[src/rtl/mem_access_unit.sv]
// Load/store unit between the execute stage and a simple request/ack data bus.
// Handles lane selection, alignment checks, extension of load data and bus timeouts.
module mem_access_unit #(
    parameter int ADDR_W     = 32,
    parameter int BIG_ENDIAN = 1,
    parameter int TIMEOUT    = 16
) (
    input  logic              clk,
    input  logic              rst,
    input  logic              op_valid_i,
    input  logic [3:0]        op_i,
    input  logic [ADDR_W-1:0] addr_i,
    input  logic [31:0]       st_data_i,
    input  logic [4:0]        wd_i,
    input  logic              wreg_i,
    input  logic [31:0]       alu_data_i,
    output logic              bus_req_o,
    output logic              bus_we_o,
    output logic [3:0]        bus_be_o,
    output logic [ADDR_W-1:0] bus_addr_o,
    output logic [31:0]       bus_wdata_o,
    input  logic              bus_ack_i,
    input  logic [31:0]       bus_rdata_i,
    output logic [4:0]        wd_o,
    output logic              wreg_o,
    output logic [31:0]       wdata_o,
    output logic              done_o,
    output logic              stallreq_o,
    output logic [1:0]        exc_o,
    output logic [ADDR_W-1:0] bad_addr_o
);

    typedef enum logic [1:0] {S_IDLE, S_BUSY, S_DONE} state_t;

    localparam logic [3:0] OP_LB  = 4'd1;
    localparam logic [3:0] OP_LBU = 4'd2;
    localparam logic [3:0] OP_LH  = 4'd3;
    localparam logic [3:0] OP_LHU = 4'd4;
    localparam logic [3:0] OP_LW  = 4'd5;
    localparam logic [3:0] OP_SB  = 4'd6;
    localparam logic [3:0] OP_SH  = 4'd7;
    localparam logic [3:0] OP_SW  = 4'd8;

    state_t              state_q, state_d;
    logic [7:0]          cnt_q, cnt_d;
    logic [3:0]          op_q, op_d;
    logic                wreg_lat_q, wreg_lat_d;
    logic [ADDR_W-1:0]   addr_lat_q, addr_lat_d;
    logic                req_q, req_d;
    logic                we_q, we_d;
    logic [3:0]          be_q, be_d;
    logic [ADDR_W-1:0]   baddr_q, baddr_d;
    logic [31:0]         bwdata_q, bwdata_d;
    logic [4:0]          wd_q, wd_d;
    logic                wreg_q, wreg_d;
    logic [31:0]         wdata_q, wdata_d;
    logic                done_q, done_d;
    logic [1:0]          exc_q, exc_d;
    logic [ADDR_W-1:0]   bad_q, bad_d;

    logic        is_byte, is_half, is_word, is_store, is_mem, aligned;
    logic [1:0]  lane_idx;
    logic        half_hi;
    logic [3:0]  be_c;
    logic [31:0] st_wdata_c;
    logic [7:0]  rd_byte;
    logic [15:0] rd_half;
    logic [31:0] load_val;

    // Request decode: size, alignment and lane mapping
    always_comb begin
        is_byte  = (op_i == OP_LB) || (op_i == OP_LBU) || (op_i == OP_SB);
        is_half  = (op_i == OP_LH) || (op_i == OP_LHU) || (op_i == OP_SH);
        is_word  = (op_i == OP_LW) || (op_i == OP_SW);
        is_store = (op_i == OP_SB) || (op_i == OP_SH) || (op_i == OP_SW);
        is_mem   = is_byte || is_half || is_word;
        aligned  = is_byte || (is_half && !addr_i[0]) || (is_word && (addr_i[1:0] == 2'b00));
        lane_idx = (BIG_ENDIAN != 0) ? ~addr_i[1:0] : addr_i[1:0];
        half_hi  = (BIG_ENDIAN != 0) ? ~addr_i[1] : addr_i[1];
        be_c       = 4'b1111;
        st_wdata_c = st_data_i;
        if (is_byte) begin
            be_c       = 4'b0001 << lane_idx;
            st_wdata_c = {4{st_data_i[7:0]}};
        end else if (is_half) begin
            be_c       = half_hi ? 4'b1100 : 4'b0011;
            st_wdata_c = {2{st_data_i[15:0]}};
        end
    end

    // Extract the read lanes recorded at acceptance and extend per load type
    always_comb begin
        case (be_q)
            4'b0010: rd_byte = bus_rdata_i[15:8];
            4'b0100: rd_byte = bus_rdata_i[23:16];
            4'b1000: rd_byte = bus_rdata_i[31:24];
            default: rd_byte = bus_rdata_i[7:0];
        endcase
        rd_half = be_q[3] ? bus_rdata_i[31:16] : bus_rdata_i[15:0];
        case (op_q)
            OP_LB:   load_val = {{24{rd_byte[7]}}, rd_byte};
            OP_LBU:  load_val = {24'd0, rd_byte};
            OP_LH:   load_val = {{16{rd_half[15]}}, rd_half};
            OP_LHU:  load_val = {16'd0, rd_half};
            OP_LW:   load_val = bus_rdata_i;
            default: load_val = '0;
        endcase
    end

    always_comb begin
        state_d    = state_q;
        cnt_d      = cnt_q;
        op_d       = op_q;
        wreg_lat_d = wreg_lat_q;
        addr_lat_d = addr_lat_q;
        req_d      = req_q;
        we_d       = we_q;
        be_d       = be_q;
        baddr_d    = baddr_q;
        bwdata_d   = bwdata_q;
        wd_d       = wd_q;
        wreg_d     = wreg_q;
        wdata_d    = wdata_q;
        done_d     = done_q;
        exc_d      = exc_q;
        bad_d      = bad_q;
        stallreq_o = 1'b0;

        case (state_q)
            S_IDLE: begin
                if (op_valid_i) begin
                    wd_d = wd_i;
                    if (!is_mem) begin
                        wreg_d  = wreg_i;
                        wdata_d = alu_data_i;
                        done_d  = 1'b1;
                        state_d = S_DONE;
                    end else if (!aligned) begin
                        wreg_d  = 1'b0;
                        wdata_d = '0;
                        exc_d   = 2'b01;
                        bad_d   = addr_i;
                        done_d  = 1'b1;
                        state_d = S_DONE;
                    end else begin
                        stallreq_o = 1'b1;
                        op_d       = op_i;
                        wreg_lat_d = wreg_i;
                        addr_lat_d = addr_i;
                        cnt_d      = '0;
                        req_d      = 1'b1;
                        we_d       = is_store;
                        be_d       = be_c;
                        baddr_d    = {addr_i[ADDR_W-1:2], 2'b00};
                        bwdata_d   = is_store ? st_wdata_c : '0;
                        state_d    = S_BUSY;
                    end
                end
            end
            S_BUSY: begin
                stallreq_o = 1'b1;
                if (bus_ack_i) begin
                    req_d   = 1'b0;
                    wreg_d  = wreg_lat_q;
                    wdata_d = load_val;
                    done_d  = 1'b1;
                    state_d = S_DONE;
                end else if (cnt_q == 8'(TIMEOUT - 1)) begin
                    req_d   = 1'b0;
                    wreg_d  = 1'b0;
                    wdata_d = '0;
                    exc_d   = 2'b10;
                    bad_d   = addr_lat_q;
                    done_d  = 1'b1;
                    state_d = S_DONE;
                end else begin
                    cnt_d = cnt_q + 8'd1;
                end
            end
            default: begin
                done_d  = 1'b0;
                exc_d   = '0;
                bad_d   = '0;
                state_d = S_IDLE;
            end
        endcase
    end

    always_ff @(posedge clk) begin
        if (rst) begin
            state_q    <= S_IDLE;
            cnt_q      <= '0;
            op_q       <= '0;
            wreg_lat_q <= 1'b0;
            addr_lat_q <= '0;
            req_q      <= 1'b0;
            we_q       <= 1'b0;
            be_q       <= '0;
            baddr_q    <= '0;
            bwdata_q   <= '0;
            wd_q       <= '0;
            wreg_q     <= 1'b0;
            wdata_q    <= '0;
            done_q     <= 1'b0;
            exc_q      <= '0;
            bad_q      <= '0;
        end else begin
            state_q    <= state_d;
            cnt_q      <= cnt_d;
            op_q       <= op_d;
            wreg_lat_q <= wreg_lat_d;
            addr_lat_q <= addr_lat_d;
            req_q      <= req_d;
            we_q       <= we_d;
            be_q       <= be_d;
            baddr_q    <= baddr_d;
            bwdata_q   <= bwdata_d;
            wd_q       <= wd_d;
            wreg_q     <= wreg_d;
            wdata_q    <= wdata_d;
            done_q     <= done_d;
            exc_q      <= exc_d;
            bad_q      <= bad_d;
        end
    end

    assign bus_req_o   = req_q;
    assign bus_we_o    = we_q;
    assign bus_be_o    = be_q;
    assign bus_addr_o  = baddr_q;
    assign bus_wdata_o = bwdata_q;
    assign wd_o        = wd_q;
    assign wreg_o      = wreg_q;
    assign wdata_o     = wdata_q;
    assign done_o      = done_q;
    assign exc_o       = exc_q;
    assign bad_addr_o  = bad_q;

endmodule

[config.mk]
export PLATFORM = sky130hd
export DESIGN_NAME = mem_access_unit
export DESIGN_NICKNAME = d
export VERILOG_FILES = /design/src/rtl/mem_access_unit.sv
export SDC_FILE = /design/constraint.sdc
export NUM_CORES = 1
export LEC_CHECK = 0
export ABC_CLOCK_PERIOD_IN_PS = 3600
export CAP_MARGIN = 25
export CORE_UTILIZATION = 30
export CTS_CLUSTER_SIZE = 25
export DETAILED_ROUTE_END_ITERATION = 10
export SLEW_MARGIN = 20
export SYNTH_ARGS = -nofsm -noshare
export SYNTH_HDL_FRONTEND = slang
export SYNTH_SLANG_ARGS = --single-unit
[constraint.sdc]
create_clock -name clk -period 3.6 [get_ports clk]
set_clock_uncertainty 0.2 [all_clocks]
set_input_delay 0.72 -clock clk [delete_from_list [all_inputs] [get_ports clk]]
set_output_delay 0.72 -clock clk [all_outputs]
set_load 0.02 [all_outputs]
==> summary.txt <==
Placement
  – Pre-CTS setup slack: -0.0802 ns
  – Routability Congestion: 0.852
  – Hpwl dp: 17800 um
  – IO buf count: 283

Routing
  – Wire per inst: 17.2 um
  – Vias: 7199
  – Antenna Nets Post-Route: 0
  – DR iter-0 viols: 410
  – DRC viols: 0
  – Pre-antenna DRT Iters: 5
  – Routed WL: 24900 um
  – Vias per cell: 4.98

Timing
  – Highest Clock Rate: 295 MHz
  – Final setup viols: 0
  – Period utilisation layout: 94.3%
  – Tmin final: 3.39 ns
  – Slew margin rel.: 43.4%
  – RSZ-0062 raised after global routing: no
  – PnR worst setup slack: 0.206 ns
  – Slew @ Worst Pin: 0.849 ns
  – Final slew viol count: 0
  – Hold Fails Final Rpt: 0

Pwr
  – Power per cell area: 444 mW/mm^2
  – Cell leakage power: 3.88 nW
  – VDD IR max: 0.000295 V

Worst hold path
  – Worst min-delay path class: reg -> reg
  – Min-delay src: bad_addr_o[29]$_SDFFE_PP0P_

Setup path
  – Crit-path max cell delay: 0.62 ns
  – CP max stage cell: clkdlybuf4s50_1
  – CP Launch Type: primary input
  – Kind of critical path: in -> out
  – Critical Path Source: op_i[2]
  – Worst r2r src: cnt_q[4]$_SDFFE_PP0P_
  – CP Data Arrival Time: 2.47 ns
  – CP Data Required Time: 2.68 ns
  – Worst-path cell chain: clkdlybuf4s50_1 -> o22ai_1 -> a32oi_1 -> a21oi_4 -> nor2_1 -> nor2_1 -> dlygate4sd2_1
  – Worst setup EP type: output port
  – CP dominant cell by count: nor2_1
  – CP Max Fanout: 5

Finish
  – Synth-to-Final Area Change: 50.4%
  – ANT cells: 0
  – Final core occ: 46.4%
  – Fill count: 2327
  – Share of post-route cells with drive strength above 1: 9.77%
  – Multi-input logic area: 0.00363 mm^2
  – Final nets: 1257
  – Storage element area: 0.00316 mm^2

Clocking
  – CTS root buffer: clkbuf_16
  – CTS Buf Count: 17
  – Clock Latency Late Sink: 0.42 ns
  – TritonCTS Sinks: 158
  – Htree depth: 4
  – Post_cts resized: 1
  – Bufs on Longest Clock Path: 2
  – Postcts setup bufs: 0
  – CTS tree: built
  – Hold-fix buffers, CTS: 0
  – CTS clock-pin slew for the worst setup and hold paths: 0.07 ns

Floorplanning
  – Rows: 56
  – Die ar.: 0.0251 mm^2
  – Core area: 0.0238 mm^2
  – Starting Density: 30.9%
  – Die Span Y: 158 um
  – Top Ports: 286
  – Die X-Extent: 158 um

Synth
  – Main flop type after synthesis: dfxtp_1
  – Synth top area share: 43.1%
  – Synth Area per Inst: 8.47 um^2
  – Yosys warns: 0
  – Commonest cells post-synth: nand2_1, dfxtp_1, a21oi_1, nor2_1, a22oi_1
  – Register area share after synthesis: 43.1%
  – #FFs+latches synth: 158
  – Synth area leaders: dfxtp_1, nand2_1, a21oi_1
  – Cells after synthesis: 866
  – Syn Std Cell Area: 0.00733 mm^2
  – Most common cell in the netlist: nand2_1
  – Count of cell types in the netlist: 70
  – Yosys top cell by area: dfxtp_1
  – Post-synth EDFFs: 0
  – Asr flop ratio synth: 0%

Outcome
  – Status: complete, no violations

Global routing
  – Gr usage total: 19.4%
  – Largest net degree at the start of global routing: 58
  – Vias in the first global route: 6731
  – Gr ovfl total: 0
  – Global-route wire length before repair: 37700 um
  – Initial antenna violation count: 0

Run
  – Max Cap Violations: 0
[per-layer routing]
layer	global-route usage (%)	up-vias	wire [um]
met5	0	-	0
met4	3.43	0	171
met3	7.49	16	2300
met2	32.2	247	11400
met1	23.9	3369	11000
li1	-	3567	-
[logic make-up after synthesis]
| kind of cell | count (synthesis) | share of synthesized area (%) |
|---|---|---|
| DFF | 158 | 43.1 |
| muxes | 27 | 3.69 |
| adders and majority gates | 1 | 0.171 |
| xor gates and xnor gates | 6 | 0.819 |
| and+or+nand+nor | 300 | 18.7 |
| other | 1 | 0.0511 |
| AOI/OAI and AO/OA | 269 | 25.5 |
| buffers and inverters | 104 | 7.92 |
[flip-flops by register name (all words and copies together) (netlist names)]
register / flops
done_o: 1
bus_we_o: 1
exc_o: 2
bus_req_o: 1
addr_lat_q: 32
wdata_o: 32
bus_be_o: 4
wreg_lat_q: 1
op_q: 4
wreg_o: 1
cnt_q: 8
bus_wdata_o: 32
bad_addr_o: 32
wd_o: 5
state_q: 2
[final timing paths]
check	end	slack, ns	cells past startpoint
min	bad_addr_o[29]$_SDFFE_PP0P_	0.24	2
max reg2reg	wdata_o[16]$_SDFFE_PP0P_	0.88	6
min reg2reg	bad_addr_o[29]$_SDFFE_PP0P_	0.24	2
max	stallreq_o	0.21	7
[metrics by stage]
step	power, W	cells	setup TNS, ns	hold slack (ns)	instance area, um^2
floorplan	0.00250	867	0	0.236	7340
global placement	0.00300	1414	-0.0351	0.231	10400
detailed placement	0.00300	1414	-0.0802	0.234	10400
CTS	0.00496	1445	0	0.246	11000
global route	0.00512	1445	0	0.264	11000
finish	0.00490	1445	0	0.244	11000
[worst max-delay path: cells and delay by family]
family / cells / cell delay (ns)
buf+inv: 2 / 0.95
compound gates: 3 / 0.65
simple gates: 2 / 0.16
[layout make-up]
| class | count | area share (%) |
|---|---|---|
| Multi-Input combinational cell | 605 | 32.9 |
| Clock inverter | 14 | 1.76 |
| Inverter | 8 | 0.272 |
| Tap cell | 319 | 3.62 |
| Clock buffer | 17 | 3.86 |
| Timing Repair Buffer | 324 | 28.9 |
| Sequential cell | 158 | 28.7 |
[placed cells by master, fill, tap and decap left out, types with 6 or more instances in the layout]
cell and count:
a22oi_1 49, a22o_1 23, clkdlybuf4s50_1 281, nand2_1 178, clkbuf_16 17, dfxtp_1 158
inv_6 6, nor2_1 63, mux2i_1 27, a311oi_1 16, inv_1 7, a211oi_2 11
o21ai_1 28, o21ai_0 15, a21oi_1 82, buf_4 38, a222oi_1 7, a211oi_1 14
[report_power, final]
group	total (W)	internal, W	leakage [nW]	switching (W)
Combinational	0.00104	0.000496	2.29	0.000539
Clock	0.00194	0.00112	0.305	0.000818
Sequential	0.00192	0.00185	1.29	0.0000708
Total	0.00490	0.00347	3.88	0.00143
(Power assumes the default switching activity.)
